==> src/rtl/pagesel_mmu.sv <==
// Bank-window page selector: NWIN staged/active page registers with delayed commit,
// per-window write protect and a DEPTH-entry context stack for interrupt entry/return.
module pagesel_mmu #(
  parameter int NWIN      = 4,
  parameter int PAGE_BITS = 5,
  parameter int DEPTH     = 4,
  parameter int ADDR_W    = 3
) (
  input  logic                      clk,
  input  logic                      rst,
  input  logic [ADDR_W-1:0]         AD,
  input  logic [7:0]                DI,
  output logic [7:0]                DO,
  input  logic                      rw,
  input  logic                      cs,
  input  logic                      vma,
  input  logic                      irq_entry,
  input  logic                      rti,
  output logic [NWIN*PAGE_BITS-1:0] page,
  output logic [NWIN-1:0]           wp,
  output logic                      bram_disable
);

  localparam int MW = NWIN * PAGE_BITS;
  localparam logic [ADDR_W-1:0] A_CTRL = ADDR_W'(NWIN);
  localparam logic [ADDR_W-1:0] A_STAT = ADDR_W'(NWIN + 1);
  localparam logic [ADDR_W-1:0] A_WPM  = ADDR_W'(NWIN + 2);

  logic [PAGE_BITS-1:0] r_stage  [NWIN];
  logic [PAGE_BITS-1:0] r_active [NWIN];
  logic [MW-1:0]        r_stack  [8];
  logic [3:0]           r_depth;
  logic                 r_ovf, r_unf, r_pending, r_lock, r_bram;
  logic [2:0]           r_cnt, r_delay;
  logic [NWIN-1:0]      r_wp_mask;
  logic [7:0]           r_do;

  logic [PAGE_BITS-1:0] w_stage_n  [NWIN];
  logic [PAGE_BITS-1:0] w_active_n [NWIN];
  logic [3:0]           w_depth_n;
  logic                 w_ovf_n, w_unf_n, w_pending_n, w_lock_n, w_bram_n;
  logic [2:0]           w_cnt_n, w_delay_n;
  logic [NWIN-1:0]      w_wp_mask_n;
  logic [7:0]           w_rd_data;
  logic                 w_wr, w_rd, w_commit, w_push, w_pop, w_push_ok;
  logic [2:0]           w_push_idx, w_pop_idx;
  logic [MW-1:0]        w_pop_map;

  // One register access per cycle with cs high; irq_entry masks a simultaneous rti.
  assign w_wr       = cs & ~rw;
  assign w_rd       = cs & rw;
  assign w_commit   = w_wr && (AD == A_CTRL) && DI[7];
  assign w_push     = irq_entry;
  assign w_pop      = rti & ~irq_entry;
  assign w_push_ok  = w_push && (r_depth < 4'(DEPTH));
  assign w_push_idx = r_depth[2:0];
  assign w_pop_idx  = 3'(r_depth - 4'd1);
  assign w_pop_map  = r_stack[w_pop_idx];

  always_comb begin
    w_stage_n   = r_stage;
    w_active_n  = r_active;
    w_depth_n   = r_depth;
    w_ovf_n     = r_ovf;
    w_unf_n     = r_unf;
    w_pending_n = r_pending;
    w_cnt_n     = r_cnt;
    w_delay_n   = r_delay;
    w_lock_n    = r_lock;
    w_bram_n    = r_bram;
    w_wp_mask_n = r_wp_mask;

    if (w_wr && (AD == A_STAT)) begin
      if (DI[7]) w_ovf_n = 1'b0;
      if (DI[6]) w_unf_n = 1'b0;
    end

    if (w_commit) begin
      if (DI[6:4] == 3'd0) begin
        w_active_n  = r_stage;
        w_pending_n = 1'b0;
        w_cnt_n     = 3'd0;
      end else begin
        w_pending_n = 1'b1;
        w_cnt_n     = DI[6:4];
      end
    end else if (r_pending && vma) begin
      if (r_cnt == 3'd1) begin
        w_active_n  = r_stage;
        w_pending_n = 1'b0;
        w_cnt_n     = 3'd0;
      end else begin
        w_cnt_n = r_cnt - 3'd1;
      end
    end

    // Pop overrides any commit outcome computed above.
    if (w_push) begin
      if (w_push_ok) w_depth_n = r_depth + 4'd1;
      else           w_ovf_n   = 1'b1;
    end else if (w_pop) begin
      if (r_depth != 4'd0) begin
        w_depth_n = r_depth - 4'd1;
        for (int i = 0; i < NWIN; i++) begin
          w_active_n[i] = w_pop_map[i*PAGE_BITS +: PAGE_BITS];
          w_stage_n[i]  = w_pop_map[i*PAGE_BITS +: PAGE_BITS];
        end
        w_pending_n = 1'b0;
        w_cnt_n     = 3'd0;
      end else begin
        w_unf_n = 1'b1;
      end
    end

    // Register writes land after a pop restore so a same-cycle STAGE write wins.
    if (w_wr) begin
      for (int i = 0; i < NWIN; i++) begin
        if (AD == ADDR_W'(i)) w_stage_n[i] = DI[PAGE_BITS-1:0];
      end
      if (AD == A_CTRL) begin
        w_bram_n  = DI[0];
        w_lock_n  = DI[1];
        w_delay_n = DI[6:4];
      end
      if (AD == A_WPM) w_wp_mask_n = DI[NWIN-1:0];
    end
  end

  always_comb begin
    w_rd_data = '0;
    for (int i = 0; i < NWIN; i++) begin
      if (AD == ADDR_W'(i)) w_rd_data[PAGE_BITS-1:0] = r_stage[i];
    end
    if (AD == A_CTRL) w_rd_data = {1'b0, r_delay, 2'b00, r_lock, r_bram};
    if (AD == A_STAT) w_rd_data = {r_ovf, r_unf, r_pending, 1'b0, r_depth};
    if (AD == A_WPM)  w_rd_data[NWIN-1:0] = r_wp_mask;
  end

  always_ff @(posedge clk or negedge rst) begin
    if (!rst) begin
      for (int i = 0; i < NWIN; i++) begin
        r_stage[i]  <= '0;
        r_active[i] <= '0;
      end
      for (int i = 0; i < 8; i++) r_stack[i] <= '0;
      r_depth   <= 4'd0;
      r_ovf     <= 1'b0;
      r_unf     <= 1'b0;
      r_pending <= 1'b0;
      r_cnt     <= 3'd0;
      r_delay   <= 3'd0;
      r_lock    <= 1'b0;
      r_bram    <= 1'b1;
      r_wp_mask <= '0;
      r_do      <= 8'd0;
    end else begin
      r_stage   <= w_stage_n;
      r_active  <= w_active_n;
      r_depth   <= w_depth_n;
      r_ovf     <= w_ovf_n;
      r_unf     <= w_unf_n;
      r_pending <= w_pending_n;
      r_cnt     <= w_cnt_n;
      r_delay   <= w_delay_n;
      r_lock    <= w_lock_n;
      r_bram    <= w_bram_n;
      r_wp_mask <= w_wp_mask_n;
      if (w_push_ok) r_stack[w_push_idx] <= page;
      if (w_rd)      r_do <= w_rd_data;
    end
  end

  always_comb begin
    page = '0;
    for (int i = 0; i < NWIN; i++) page[i*PAGE_BITS +: PAGE_BITS] = r_active[i];
  end

  assign wp           = r_wp_mask & {NWIN{r_lock}};
  assign bram_disable = r_bram;
  assign DO           = r_do;

endmodule

==> config.mk <==
export PLATFORM = sky130hd
export DESIGN_NAME = pagesel_mmu
export DESIGN_NICKNAME = d
export VERILOG_FILES = /design/src/rtl/pagesel_mmu.sv
export SDC_FILE = /design/constraint.sdc
export NUM_CORES = 1
export LEC_CHECK = 0
export CAP_MARGIN = 10
export CORE_MARGIN = 2
export CORE_UTILIZATION = 60
export DETAILED_ROUTE_END_ITERATION = 16
export PLACE_DENSITY = 0.83
export SLEW_MARGIN = 5
export SYNTH_ARGS = -nofsm -noshare
export SYNTH_HDL_FRONTEND = slang
export SYNTH_SLANG_ARGS = --single-unit
==> constraint.sdc <==
create_clock -name clk -period 3 [get_ports clk]
set_clock_uncertainty 0.2 [all_clocks]
set_input_delay 0.75 -clock clk [delete_from_list [all_inputs] [get_ports clk]]
set_output_delay 0.75 -clock clk [all_outputs]
set_load 0.05 [all_outputs]
== Yosys cells after proc, flatten, opt, wreduce, memory -nomap -nowiden ==
Index checks and enable logic that the tools add are counted.
Word-level totals
  flip-flop bits (word level): 227
  input bits: 18
  output and inout port bits: 33
  word-level logic and storage cells: 118
Operators by class
  $add $sub $neg: 3
  $lt $le $gt $ge: 4
  eq/ne operators: 8
  muxes and demuxes: 55
  bitwise gates (word level): 8
  reductions and logical operators: 14
Operator list (count)
  $mux W20: 14
  $bwmux W160: 1
  $bmux W20 S3: 1
  $demux W20 S3: 1
  $mux W5: 8
  $mux W3: 7
  $mux W4: 5
  $mux W1: 16
  $eq A3 B3 Y1 const B: 3
  $ge A4 B4 Y1 const B: 2
  $mux W8: 1
  $not A3 Y4: 2
  $mux W7: 1
  $eq A3 B1 Y1 const B: 2
  $eq A3 B2 Y1 const B: 2
  $logic_and A1 B1 Y1: 6
  $logic_not A3 Y1: 2
  $add A4 B1 Y4 const B: 1
  $and A4 B4 Y4: 1
  $lt A4 B1 Y1 const B: 1
  $lt A4 B3 Y1 const B: 1
  $reduce_and A2 Y1: 2
  $reduce_bool A2 Y1: 2
  $reduce_bool A4 Y1: 1
  other kinds (6): 9

== Longest topological paths before layout ==
Gate-level depths: netlist of run 1.
  depth after elaboration: 10
  depth in mapped cells: 10
  depth with buffers taken out: 6

== Worst setup path after synthesis of run 1 ==
No wires, ideal clock.
  path type: register to register
  from: register r_depth[0]
  to: register r_stage[11] in the netlist's numbering
  setup time: 137 ps
  data arrival time: 1877 ps
  data required time: 2663 ps
  slack: 785 ps
  cell stages (with the launch flop): 11
  path buffers: 4
  clock period less this slack: 2215 ps
  cell sequence: dfrtp_1 -> buf_6 -> buf_12 -> inv_2 -> ha_1 -> buf_2 -> buf_2 -> mux4_2 -> nand3_1 -> o21a_1 -> a31oi_1
RTL lines
  start: declaration: RTL line 32  | logic [3:0] r_depth;
  start signal: assignment: RTL line 159  | r_depth <= w_depth_n;
  end signal: assignment: RTL line 157  | r_stage <= w_stage_n;
  end: declaration: RTL line 29  | logic [PAGE_BITS-1:0] r_stage [NWIN];

== Final worst setup path of run 1 ==
  from: register r_lock
  to: output wp[2]
Between the ends
  longest elaborated chain between the ends: 1
RTL lines
  start: declaration: RTL line 33  | logic r_ovf, r_unf, r_pending, r_lock, r_bram;
  start signal: assignment: RTL line 165  | r_lock <= w_lock_n;
  $and A4 B4 Y4: RTL line 178  | assign wp = r_wp_mask & {NWIN{r_lock}};
  end: declaration: RTL line 20  | output logic [NWIN-1:0] wp,
Every way passes these cells.

==> qor.yml, run 1 <==
yosys.area_share.simple_pct: 7.73
drc_errors: 0
root_buffer: "clkbuf_16"
worst_setup_path_end_kind: "output port"
place_congestion: 0.839
grt_usage_pct: 25.3
synth_nets: 802
crit_end: "wp[2]"
path_class: "reg -> out"
die_y_um: 133
arrival_ns: 1.92
reg2reg_to: "page[18]$_DFF_PN0_"
drive_gt1_share_pct: 24.7
clock_latency_ns: 0.51
via_per_inst: 6.29
cts_tree: "done"
finalSetupTns_ns: 0
seq_area_um2: 5680
path_max_fanout: 6
die_area_um2: 17700
boundaryPins: 51
stdcell_area_um2: 11300
nNetsFinal: 775
async_reset_ff_share_pct: 100
grt_max_degree: 82
synth_top_family_by_area: "multiplexers"
rr_startpoint: "r_depth[1]$_DFFE_PN0P_"
synth.top_cells.by_area: "dfrtp_1, mux2_2, mux4_2"
timing.hold.ws_ns: -0.00284
overflow: 0
multi_input_area_um2: 3640
max_freq_mhz: 348
post-route-period-util_pct: 95.7
finalMaxSlewViolations: 0
placed_cell_area_um2: 10400
clkTransAtPathRegs_ns: 0.06
syn_area_um2: 10000
yosys_warnings: 0
maxCapViolations: 0
synthMuxAreaShare_pct: 20.7
die_w_um: 133
crit_start: "r_lock$_DFFE_PN0N_"
synth_compound_area_share_pct: 6.99
synth-edff-count: 0
cts-buffers-inserted: 23
synthAdderAreaFrac_pct: 0.500
utilization_pct: 68.6
ctsHoldBuffers: 0
post_cts_buffers: 0
mostFrequentLayoutCells: "dfrtp_1, mux2_2, clkdlybuf4s50_1"
cp-start-kind: "flip-flop"
p_leak_nw: 5.24
io_buffer_count: 50
synth_flop_cell: "dfrtp_1"
grt_pass1_vias: 6650
drt_iter0_drc: 580
cts_resized: 0
reg2reg_depth: 7
cts.path.max_buffers: 3
totalWireLength_um: 21900
grt_pass1_wl_um: 35200
synthToLayoutAreaGrowth_pct: 12.8
ir_worst_vdd_mv: 0.485
antenna_found_initial: 0
synthCells: 780
cts.sink_count: 227
synthDistinctLibCells: 49
required_ns: 2.05
rsz0062_at_grt: "false"
finalHoldViolCount: 3
vias: 6218
rrSetupSlack_ns: 0.53
drt.antenna.violating_nets: 0
fillerInstances: 1046
htreeDepth: 1
yosysTopAreaCell: "dfrtp_1"
period_needed_ns: 2.87
start_util_pct: 60.8
outcome: "finished, violations left"
avgSynthCellArea_um2: 12.8
antennaDiodeCount: 0
wire_per_inst_um: 22.1
dr.pass1.iters: 5
hp-class: "in -> async"
ys_ff_latch: 227
final_common_cell: "dfrtp_1"
yosys.area_share.xor_xnor_pct: 0.437
relSlewSlack_pct: 37.3
violations: "hold timing"
core-area_um2: 16500
rows: 47
dp.final_hpwl_um: 13400
worst_pin_slew_ns: 0.941
setup_viol: 0
seq_area_frac_synth_pct: 56.7
yosys.area.top_type_share_pct: 56.5
p_per_area_nw_per_um2: 734
per-layer routing:
layer	up-vias	global-route usage [%]	share of wire (%)
li1	2680	-	-
met1	3168	34.4	40
met2	306	41.7	50
met3	64	5.02	7.1
met4	0	8.39	2.9
met5	-	0	0
worst min path at each step:
stage,endpoint,cells after the start,slack (ns)
final,r_stack[12]$_DFFE_PN0P_,1,-0.003
after global routing,r_stack[12]$_DFFE_PN0P_,1,0.03
after CTS,r_stack[12]$_DFFE_PN0P_,1,0.02
after detailed placement,r_stack[39]$_DFFE_PN0P_,0,0.16
after global placement,r_stack[25]$_DFFE_PN0P_,0,0.16
after floorplan,r_stack[25]$_DFFE_PN0P_,1,0.22
cell families after synthesis:
logic type / after synthesis
flops: 227
buf+inv: 152
simple gates: 151
mux: 140
compound gates: 101
xor+xnor: 5
fa+ha+maj: 4
metrics by stage:
| stage | worst slack, ns | power [W] | cells |
|---|---|---|---|
| after global routing | 0.0865 | 0.00857 | 989 |
| final | 0.129 | 0.00829 | 989 |
| after global placement | 0.127 | 0.00510 | 948 |
| after CTS | 0.132 | 0.00831 | 989 |
| after floorplan | 0.785 | 0.00470 | 780 |
| after detailed placement | 0.00699 | 0.00515 | 948 |
final cells by class:
class | instances | share of cell area, %
inverters | 29 | 0.964
clock buffers | 27 | 5.49
well taps | 220 | 2.44
repair buffers | 71 | 6.52
multi-input cells | 401 | 32.2
clock inverters | 14 | 2.04
flip-flops and latches | 227 | 50.3
state kept, by name, summed over array words and instances, names as in the netlist, 3 cells and up:
register	cells
r_stage	20
r_depth	4
DO	8
r_cnt	3
page	20
r_delay	3
r_stack	160
r_wp_mask	4
worst max-delay path, cell delays in order, from the launching register on:
cell             delay (ns)
dfrtp_1                0.43
and2_1                 0.18
clkdlybuf4s50_1        0.81
where the power goes:
group          internal, W  switching, W
combinational     0.000694       0.00107
sequential         0.00320      0.000150
clock              0.00200       0.00118
synth_stat cells (2+ instances only):
library cell and number:
a22oi_1 2, nand3_1 30, buf_2 16, nor3_1 3, nand3b_1 2, and3b_1 4
a21oi_1 11, and2_1 8, ha_1 4, mux2_2 89, mux2i_1 8, nand2_1 38
a221oi_1 2, mux2_1 3, o2bb2ai_1 2, nor3b_2 2, a211oi_1 3, nand4_1 20
buf_4 8, inv_1 28, nor2_1 29, a31oi_1 20, a21o_1 4, nor2b_1 7
a2bb2oi_1 2, o221ai_1 2, o21a_1 15, o211ai_1 21, buf_12 4, xnor2_1 5
o21a_2 5, o21ai_0 10, clkbuf_1 94, dfrtp_1 226, mux4_1 15, mux4_2 25
Power figures use the tool's default switching activity.
==> inputs of run 2 (changes only) <==
--- a/config.mk
+++ b/config.mk
@@ -5,10 +5,10 @@
 export SDC_FILE = /design/constraint.sdc
 export NUM_CORES = 1
 export LEC_CHECK = 0
-export CAP_MARGIN = 10
 export CORE_MARGIN = 2
 export CORE_UTILIZATION = 60
 export DETAILED_ROUTE_END_ITERATION = 16
+export GPL_TIMING_DRIVEN = 0
 export PLACE_DENSITY = 0.83
 export SLEW_MARGIN = 5
 export SYNTH_ARGS = -nofsm -noshare
==> qor.yml, run 2 (synthesis results as in run 1) <==
nNetsFinal: 880
antenna_found_initial: 0
setup_viol: 0
wire_per_inst_um: 20.3
vias: 6539
stdcell_area_um2: 11700
maxCapViolations: 0
finalMaxSlewViolations: 0
clkTransAtPathRegs_ns: 0.07
reg2reg_to: "r_stage[11]$_DFF_PN0_"
rrSetupSlack_ns: 0.30
drt_iter0_drc: 643
critPathSlowestCell: "clkdlybuf4s50_1"
holdPathStages: 1
final_common_cell: "dfrtp_1"
synthToLayoutAreaGrowth_pct: 16.8
largest_reg_flops: 160
hp-class: "reg -> reg"
start_util_pct: 60.8
worst_pin_slew_ns: 0.621
finalSetupTns_ns: 0
ir_worst_vdd_mv: 0.415
rows: 47
path_class: "reg -> out"
relSlewSlack_pct: 58.6
layout.cells.non_filler: 1095
drive_gt1_share_pct: 22.5
antennaDiodeCount: 0
cts_tree: "done"
p_per_area_nw_per_um2: 719
place_congestion: 0.868
overflow: 0
rr_startpoint: "r_depth[1]$_DFFE_PN0P_"
die_y_um: 133
mostFrequentLayoutCells: "dfrtp_1, clkbuf_1, mux2_2"
dp.final_hpwl_um: 14500
min-delay-start: "r_stack[34]$_DFFE_PN0P_"
min_to: "r_stack[34]$_DFFE_PN0P_"
die_w_um: 133
outcome: "completed"
largest-register: "r_stack"
cts_resized: 0
worst_setup_path_end_kind: "output port"
crit_start: "r_lock$_DFFE_PN0N_"
grt_usage_pct: 25.9
cp_cell_sequence: "and2_1, clkdlybuf4s50_1"
core-area_um2: 16500
timing.hold.ws_ns: 0.247
grt_pass1_wl_um: 36300
cts.sink_count: 227
required_ns: 2.05
finalHoldViolCount: 0
drt.antenna.violating_nets: 0
cts.path.max_buffers: 3
htreeDepth: 1
dp.cells: 1051
clock_latency_ns: 0.50
totalWireLength_um: 22300
ctsHoldBuffers: 1
post_cts_buffers: 0
reg2reg_depth: 9
dr.pass1.iters: 5
cts-buffers-inserted: 24
p_leak_nw: 5.39
critPathMaxStageDelay_ns: 0.80
placed_cell_area_um2: 10800
period_needed_ns: 2.85
path_max_fanout: 6
grt_max_degree: 91
boundaryPins: 51
root_buffer: "clkbuf_16"
grt_pass1_vias: 6911
die_area_um2: 17700
rsz0062_at_grt: "false"
max_freq_mhz: 351
arrival_ns: 1.90
cp-start-kind: "flip-flop"
io_buffer_count: 49
via_per_inst: 5.97
post-route-period-util_pct: 95.0
drc_errors: 0
[run 2: layout make-up]
| cell class | count | area, µm² |
|---|---|---|
| Buffer | 123 | 584 |
| Clock buffer | 33 | 686 |
| Clock inverter | 10 | 161 |
| Fill cell | 1096 | 4770 |
| Inverter | 29 | 109 |
| Multi-Input combinational cell | 401 | 3640 |
| Sequential cell | 227 | 5680 |
| Tap cell | 220 | 275 |
| Timing Repair Buffer | 52 | 561 |
[run 2: worst max path at each step]
stage,end,cells after the start
final,wp[0],2
after global routing,wp[0],2
after CTS,wp[0],2
after detailed placement,DO[2]$_DFFE_PN0P_,6
after global placement,r_stack[26]$_DFFE_PN0P_,1
after floorplan,r_stage[11]$_DFF_PN0_,10
[run 2: metal layers]
metal	up-vias	GRT usage [%]	share of wire, %
met3	60	4.03	6.7
met4	0	8.92	3.4
met5	-	0	0
li1	2893	-	-
met2	284	42.7	48
met1	3302	35.9	42
[run 2: worst max-delay path: cells and delay by family, from the launching register on]
| family | cells | cell delay, ns |
|---|---|---|
| buf+inv | 1 | 0.80 |
| flops | 1 | 0.43 |
| simple gates | 1 | 0.16 |
[run 2: stage by stage]
step                setup slack [ns]  total power [W]  util, %
finish                         0.150          0.00841     71.1
global route                  0.0833          0.00870     71.1
CTS                            0.132          0.00844     71.1
detailed placement             0.137          0.00529     65.9
global placement               -8.31          0.00525     65.5
floorplan                      0.785          0.00470        -
[run 2: power breakdown]
group	total [W]	switching [W]	internal [W]
logic	0.00196	0.00118	0.000788
clock network	0.00314	0.00119	0.00195
registers	0.00331	0.000109	0.00320
total	0.00841	0.00247	0.00594
